===== src/rtl/seg_disp_io_gen.sv =====
// Memory-mapped seven-segment GPIO register: stores a bus word, shows it as a
// hex, raw-image or rotating-scroll segment frame, and offers a registered read-back.
module seg_disp_io_gen #(
  parameter int DIGITS     = 8,
  parameter int SCROLL_DIV = 4,
  parameter int CNT_W      = 24
) (
  input  logic                  clk,
  input  logic                  rst,
  input  logic [1:0]            sw,
  input  logic [4*DIGITS-1:0]   data_input,
  input  logic                  GPIOe0000000_we,
  input  logic                  GPIOe0000000_re,
  output logic [8*DIGITS-1:0]   data,
  output logic [4*DIGITS-1:0]   data_store,
  output logic [4*DIGITS-1:0]   rd_data
);

  localparam int DATA_W  = 4 * DIGITS;
  localparam int FRAME_W = 8 * DIGITS;
  localparam logic [CNT_W-1:0] CNT_LAST = CNT_W'(SCROLL_DIV - 1);

  typedef enum logic [1:0] {
    MODE_HEX,
    MODE_IMG,
    MODE_SCROLL
  } mode_e;

  mode_e             mode_cur;
  mode_e             mode_prev;
  logic [CNT_W-1:0]  scroll_cnt;
  logic [FRAME_W-1:0] img_frame;
  logic [FRAME_W-1:0] wr_frame;
  logic [FRAME_W-1:0] rot_frame;

  function automatic logic [6:0] seg7(input logic [3:0] nib);
    logic [6:0] s;
    case (nib)
      4'h0: s = 7'h3F;
      4'h1: s = 7'h06;
      4'h2: s = 7'h5B;
      4'h3: s = 7'h4F;
      4'h4: s = 7'h66;
      4'h5: s = 7'h6D;
      4'h6: s = 7'h7D;
      4'h7: s = 7'h07;
      4'h8: s = 7'h7F;
      4'h9: s = 7'h6F;
      4'hA: s = 7'h77;
      4'hB: s = 7'h7C;
      4'hC: s = 7'h39;
      4'hD: s = 7'h5E;
      4'hE: s = 7'h79;
      default: s = 7'h71;
    endcase
    return s;
  endfunction

  // Nibble 0 drives the leftmost (most significant) digit.
  function automatic logic [FRAME_W-1:0] hex_frame(input logic [DATA_W-1:0] word);
    logic [FRAME_W-1:0] f;
    f = '0;
    for (int k = 0; k < DIGITS; k++) begin
      f[FRAME_W-1-8*k -: 8] = {1'b0, seg7(word[4*k +: 4])};
    end
    return f;
  endfunction

  // NOTE: every signal driven in always_comb gets a default first, so no latch is inferred.
  always_comb begin
    mode_cur = MODE_IMG;
    case (sw)
      2'b01:   mode_cur = MODE_HEX;
      2'b00:   mode_cur = MODE_SCROLL;
      default: mode_cur = MODE_IMG;
    endcase
  end

  // Shift form keeps the rotate well-defined for DIGITS=1, where it is identity.
  always_comb begin
    img_frame = {data_store, {DATA_W{1'b0}}};
    wr_frame  = {data_input, {DATA_W{1'b0}}};
    rot_frame = (data << 8) | (data >> (FRAME_W - 8));
  end

  // NOTE: sequential state uses non-blocking assignments so every register samples pre-edge values.
  always_ff @(posedge clk or negedge rst) begin
    if (!rst) begin
      data       <= '0;
      data_store <= '0;
      rd_data    <= '0;
      scroll_cnt <= '0;
      mode_prev  <= MODE_IMG;
    end else begin
      mode_prev <= mode_cur;

      if (GPIOe0000000_we) begin
        data_store <= data_input;
      end

      // Read returns the word held before any coincident write.
      rd_data <= GPIOe0000000_re ? data_store : '0;

      case (mode_cur)
        MODE_HEX: begin
          data       <= hex_frame(data_store);
          scroll_cnt <= '0;
        end
        MODE_SCROLL: begin
          if (GPIOe0000000_we) begin
            data       <= wr_frame;
            scroll_cnt <= '0;
          end else if (mode_prev != MODE_SCROLL) begin
            data       <= img_frame;
            scroll_cnt <= '0;
          end else if (scroll_cnt == CNT_LAST) begin
            data       <= rot_frame;
            scroll_cnt <= '0;
          end else begin
            scroll_cnt <= scroll_cnt + CNT_W'(1);
          end
        end
        default: begin
          data       <= img_frame;
          scroll_cnt <= '0;
        end
      endcase
    end
  end

endmodule


===== config.mk =====
export PLATFORM = sky130hd
export DESIGN_NAME = seg_disp_io_gen
export DESIGN_NICKNAME = d
export VERILOG_FILES = /design/src/rtl/seg_disp_io_gen.sv
export SDC_FILE = /design/constraint.sdc
export NUM_CORES = 1
export LEC_CHECK = 0
export BUFFER_PORTS_ARGS = -buffer_cell sky130_fd_sc_hd__buf_2
export CAP_MARGIN = 20
export CORE_MARGIN = 2
export CORE_UTILIZATION = 41
export CTS_BUF_LIST = sky130_fd_sc_hd__clkbuf_16
export CTS_CLUSTER_SIZE = 28
export DETAILED_ROUTE_END_ITERATION = 8
export SYNTH_ARGS = -nofsm -noshare
export SYNTH_HDL_FRONTEND = slang
export SYNTH_SLANG_ARGS = --single-unit

===== constraint.sdc =====
create_clock -name clk -period 3.9 [get_ports clk]
set_clock_uncertainty 0.1 [all_clocks]
set_input_delay 0.78 -clock clk [delete_from_list [all_inputs] [get_ports clk]]
set_output_delay 0.78 -clock clk [all_outputs]
set_load 0.05 [all_outputs]

==> out/results.tsv, run 1 <==
metric	value	unit
run status	finished, final reports clean	
drt initial violations	486	
CP Cell Sequence	ha_1 > nor4b_1 > and4_2 > a21o_4 > mux2_2	
final worst-path cycle share	69.0	%
die height	152	µm
Final HPWL DP	19.0	mm
share of cells above drive strength 1	23.4	%
post-CTS resize count	0	
grt ovf	0	
diode count	0	
CTS sink cnt	154	
Final Hold Viols	0	
crit path max fanout	90	
fraction of registers with async set/reset	100	%
io pins	166	
Cell Area, Synth	8990	µm²
via/cell ratio	5.62	
routed wire length	27.1	mm
DRT Pass-1 Iters	7	
Worst Tran Pin Value	1070	ps
leading post-synthesis cells by cell area	dfrtp_1 43%, ha_1 7.0%, o21ai_0 5.0%	
DR DRC count	0	
switching share of power	37.2	%
Die X	152	µm
Ys Warns	0	
count of final setup violators	0	
row cnt	54	
clk buf depth	2	
TritonCTS clock tree	built	
Critical-path top delay cell	a21o_4	
Worst Setup Start Kind	register	
number of global-route vias before repair	7456	
fin area	10500	µm²
die outline area	23100	µm²
clk slew on worst S/H paths	70	ps
total of max-cap violations	0	
minimum clock period	2690	ps
htree depth	4	
clock share of power	34.8	%
Worst Hold Class	in -> async	
Routed Antenna Nets	0	
PD cells	443	nW/µm²
routed wl met2	13.1	mm
Crit Path Class	reg -> reg	
initial antenna violation count	0	
multi-input logic area	4640	µm²
met3 routed WL	1.28	mm
Hold Buf Count CTS	0	
largest net degree at the start of global routing	94	
Leakage Power	4.92	nW
Filler cells	2093	
final core utilization	48.5	%
Critical Path RT	4110	ps
Post-Route M1 WL	12.1	mm
Avg Cell Area, Syn	9.46	µm²
DP Cell Count	1338	
Synth cell types	63	
cell count after synthesis	950	
count of flip-flops with a built-in enable after synthesis	0	
first-pass GRT wire length	42.8	mm
syn_nets	1038	
sequential standard cell area	3850	µm²
top_reg_cell synth	dfrtp_1	
Vias	7698	
delay of the slowest critical-path stage	800	ps
port bufs	165	
Synth Register Bits	154	
f_max	0.372	GHz
sequential share of the synthesized area	42.9	%
Area growth syn-to-layout	17.0	%
sequential share of power	41.2	%
highest routed layer	met4	
Setup Buffers After CTS	0	
CTS buffer count	17	
critical path arrival	2900	ps
clk_lat worst skew	430	ps
Gate power share	24.0	%
slew margin rel.	28.6	%
total power draw	4.66	mW
clock root buffer	clkbuf_16	
Yosys top cell area share	42.6	%
Nets	1165	
internal power	2.93	mW
Initial Util	41.4	%
Slew Viols, Final	0	
P_sw	1.73	mW
Worst Setup End Kind	register	
RSZ-0062 raised after global routing	false	
Peak supply drop	293	µV
gpl congestion	0.916	
routed len/inst	19.8	µm
gr usage total	23.3	%
placed cell area	9950	µm²
Final TNS setup	0	ps
non-filler cells in the finished layout	1370	
Core Box Area	21700	µm²
cell accounting for the most synthesized area	dfrtp_1	
==> routing by layer <==
layer | vias up | GRT usage [%]
li1 | 3644 | -
met1 | 3771 | 31.5
met2 | 249 | 38.9
met3 | 34 | 3.76
met4 | 0 | 6.90
met5 | - | 0
==> cells in the mapped netlist, types with 6 or more instances <==
| cell | instances |
|---|---|
| a211oi_1 | 10 |
| buf_6 | 7 |
| dfrtp_1 | 153 |
| buf_2 | 18 |
| nor3_1 | 14 |
| and2_1 | 33 |
| ha_1 | 50 |
| or3_1 | 8 |
| nor2b_1 | 10 |
| a311oi_1 | 7 |
| a21oi_2 | 19 |
| clkbuf_1 | 37 |
| inv_1 | 41 |
| nand2b_1 | 8 |
| nor2_1 | 95 |
| xor2_1 | 10 |
| o22a_1 | 8 |
| o211ai_1 | 8 |
| a21oi_1 | 42 |
| nor4_1 | 7 |
| nand3_1 | 25 |
| o21a_1 | 8 |
| mux2i_1 | 44 |
| nand2_1 | 66 |
| o21ai_0 | 89 |
| a221oi_1 | 19 |
| mux2_2 | 8 |
| o311ai_0 | 7 |
| xnor2_1 | 8 |
| a31oi_1 | 11 |
| and3_1 | 6 |
==> cell usage in the layout (no fill, tap or decap), drive strengths merged, types with 10 or more instances in the layout <==
master	count
a221oi	19
nor2b	10
and2	33
nand2	67
nor2	96
dfrtp	153
a31oi	11
ha	50
xor2	10
mux2i	44
nand3	26
o21ai	94
nor3	14
clkbuf	17
a211oi	10
buf	177
a21oi	61
inv	49
==> power groups by stage <==
| stage | Sequential [mW] | Clock (mW) | Combinational (mW) |
|---|---|---|---|
| final | 1.92 | 1.62 | 1.12 |
| after global routing | 1.94 | 1.71 | 1.20 |
| after CTS | 1.92 | 1.65 | 1.13 |
| after detailed placement | 1.95 | 0 | 1.12 |
| after global placement | 1.95 | 0 | 1.11 |
| after floorplan | 2.26 | 0 | 0.442 |
==> registers in the layout, indices dropped and copies added, names as in the netlist <==
name        count
data           64
rd_data        32
data_store     32
scroll_cnt     24
mode_prev       2
==> cell families after synthesis <==
family	after synthesis	synth area share (%)
simple gates	293	15.9
flops	154	42.9
buf+inv	111	5.64
fa+ha+maj	50	6.96
mux	58	7.28
xor+xnor	18	1.75
compound gates	266	19.6
==> through the flow <==
step	hold WS (ps)	setup WS [ps]
2_1_floorplan	384	1620
3_3_place_gp	430	1070
3_5_place_dp	445	1060
4_1_cts	366	1200
5_1_grt	407	1040
6_report	324	1210
==> final timing paths <==
check	from	end	slack (ps)	cells after the start
min reg2reg	data[5]	data[5]	450	1
max reg2reg	scroll_cnt[0]	data[56]	1210	5
min	rst	scroll_cnt[19]	320	1
max	scroll_cnt[0]	data[56]	1210	5
max in group asynchronous	rst	mode_prev[0]	2510	2
min in group clk	data[5]	data[5]	450	1
==> critical path: cells and delay by family (launching register included) <==
kind                     cells  cell delay, ps
adder cells (fa/ha/maj)      1             230
multiplexers                 1             410
AND/OR/NAND/NOR              2             540
AO/OA/AOI/OAI                1             800
flip-flops                   1             450
==> cell type report <==
type	count	area share [%]
timing repair buffer	177	9.01
clock buffer	17	4.05
inverter	42	1.50
sequential	154	36.7
clock inverter	15	1.32
multi-input combinational	685	44.1
tap	280	3.33
No activity file was read; power rests on OpenSTA's default activity.
==> inputs of run 2 (changes only) <==
==> constraint.sdc (replaced) <==
create_clock -name clk -period 2.42 [get_ports clk]
set_clock_uncertainty 0.1 [all_clocks]
set_input_delay 0.484 -clock clk [delete_from_list [all_inputs] [get_ports clk]]
set_output_delay 0.484 -clock clk [all_outputs]
set_load 0.05 [all_outputs]
==> out/results.tsv, run 2 (synthesized netlist as in run 1, its figures left out) <==
metric	value	unit
top flop regs	data x64, data_store x32, rd_data x32	
critical path arrival	2530	ps
htree depth	4	
CTS buffer count	17	
io pins	166	
CP Launch Point	mode_prev[1]	
TritonCTS clock tree	built	
Worst Hold Class	in -> reg	
Worst Tran Pin Value	712	ps
CTS sink cnt	154	
commonest non-fill, non-tap cell in the layout	buf_2	
first-pass GRT wire length	43.5	mm
Core Box Area	21700	µm²
sum of buffers and inverters on the critical path	1	
DRT Pass-1 Iters	5	
clock share of power	34.7	%
grt ovf	0	
sequential share of power	40.4	%
Peak supply drop	365	µV
minimum clock period	2270	ps
Final Hold Viols	0	
CP Cell Sequence	nor2b_4 > buf_4 > nor2_1 > o311a_1 > a221oi_1 > mux2_2	
Nets	1194	
via/cell ratio	5.55	
initial antenna violation count	1	
final worst-path cycle share	93.8	%
die outline area	23100	µm²
Critical-path top delay cell	nor2b_4	
total of max-cap violations	0	
CP top delay family	simple AND/OR/NAND/NOR gates	
die height	152	µm
Worst Setup End Kind	register	
Setup Buffers After CTS	0	
Initial Util	41.4	%
total power draw	7.55	mW
Die X	152	µm
Slew Viols, Final	0	
largest net degree at the start of global routing	46	
post-CTS resize count	0	
Vias	7770	
routed len/inst	19.6	µm
crit path max fanout	17	
clk buf depth	2	
clk_lat worst skew	430	ps
most frequent cells in the layout	164 x buf_2, 153 x dfrtp_1, 95 x nor2_1, 89 x o21ai_0, 66 x nand2_1	
Leakage Power	5.07	nW
Final TNS setup	0	ps
reg2reg start	mode_prev[1]	
internal power	4.75	mW
Crit Path Class	reg -> reg	
switching share of power	37.1	%
slew margin rel.	52.5	%
number of global-route vias before repair	7524	
clk slew on worst S/H paths	70	ps
count of final setup violators	0	
P_sw	2.81	mW
drt initial violations	453	
gr usage total	23.8	%
run status	finished, final reports clean	
routed wire length	27.4	mm
Gate power share	25.0	%
Worst Setup Start Kind	register	
Final HPWL DP	20.0	mm
f_max	0.440	GHz
Routed Antenna Nets	0	
delay of the slowest critical-path stage	610	ps
Critical Path RT	2680	ps
HP Start	data_input[13]	
PD cells	701	nW/µm²
number of flip-flops under the largest register name	64	
row cnt	54	
share of cells above drive strength 1	25.2	%
DR DRC count	0	
Most flops, register	data	
port bufs	165	
Area growth syn-to-layout	20.0	%
clock root buffer	clkbuf_16	
RSZ-0062 raised after global routing	false	
gpl congestion	0.880	
## run 2: per-stage QoR
stage	utilization [%]	instances	hold slack (ps)	area (µm²)	setup WS (ps)
after floorplan	-	950	88.4	8990	140
after global placement	47.1	1366	336	10200	179
after detailed placement	47.1	1366	341	10200	173
after CTS	49.7	1399	184	10800	150
after global routing	49.7	1400	192	10800	35.9
final	49.7	1400	196	10800	149
## run 2: power by group through the flow
stage               sequential (mW)  clock, mW  combinational, mW
global route                   3.08       2.79               2.03
detailed placement             3.09          0               1.89
floorplan                      3.65          0              0.713
global placement               3.10          0               1.88
CTS                            3.05       2.67               1.90
finish                         3.05       2.62               1.88
## run 2: cell type report
type                            count  area [µm²]
Antenna cell                        1        2.50
Clock buffer                       17         425
Clock inverter                     15         138
Fill cell                        2105       10900
Inverter                           42         158
Multi-Input combinational cell    685        4640
Sequential cell                   154        3850
Tap cell                          280         350
Timing Repair Buffer              206        1220
## run 2: what timing repair did
| action | 4_1_cts | 5_1_grt |
|---|---|---|
| setup endpoints to repair | 0 | 0 |
| endpoints found under the hold margin | 36 | 0 |
| hold buffers | 1 | 0 |
## run 2: path summary, 6_finish.rpt
| check | end | slack (ps) | cells past startpoint |
|---|---|---|---|
| max | data[41] | 150 | 6 |
| min in group asynchronous | rd_data[0] | 480 | 2 |
| max in group asynchronous | data[35] | 1100 | 3 |
| min reg2reg | data[33] | 450 | 1 |
| max reg2reg | data[41] | 150 | 6 |
| min | data_store[13] | 200 | 3 |
## run 2: tightest hold or removal path: cells and delay by family
family,cells,cell delay (ps)
compound gates,1,70
buf+inv,1,70
simple gates,1,60
## run 2: per-layer routing
layer | routed length (µm) | vias to the layer above | global-route usage [%]
met5 | 0 | - | 0
met4 | 430 | 0 | 5.96
met3 | 1280 | 27 | 4.19
met2 | 13500 | 234 | 39.9
met1 | 12200 | 3820 | 32.0
li1 | - | 3689 | -
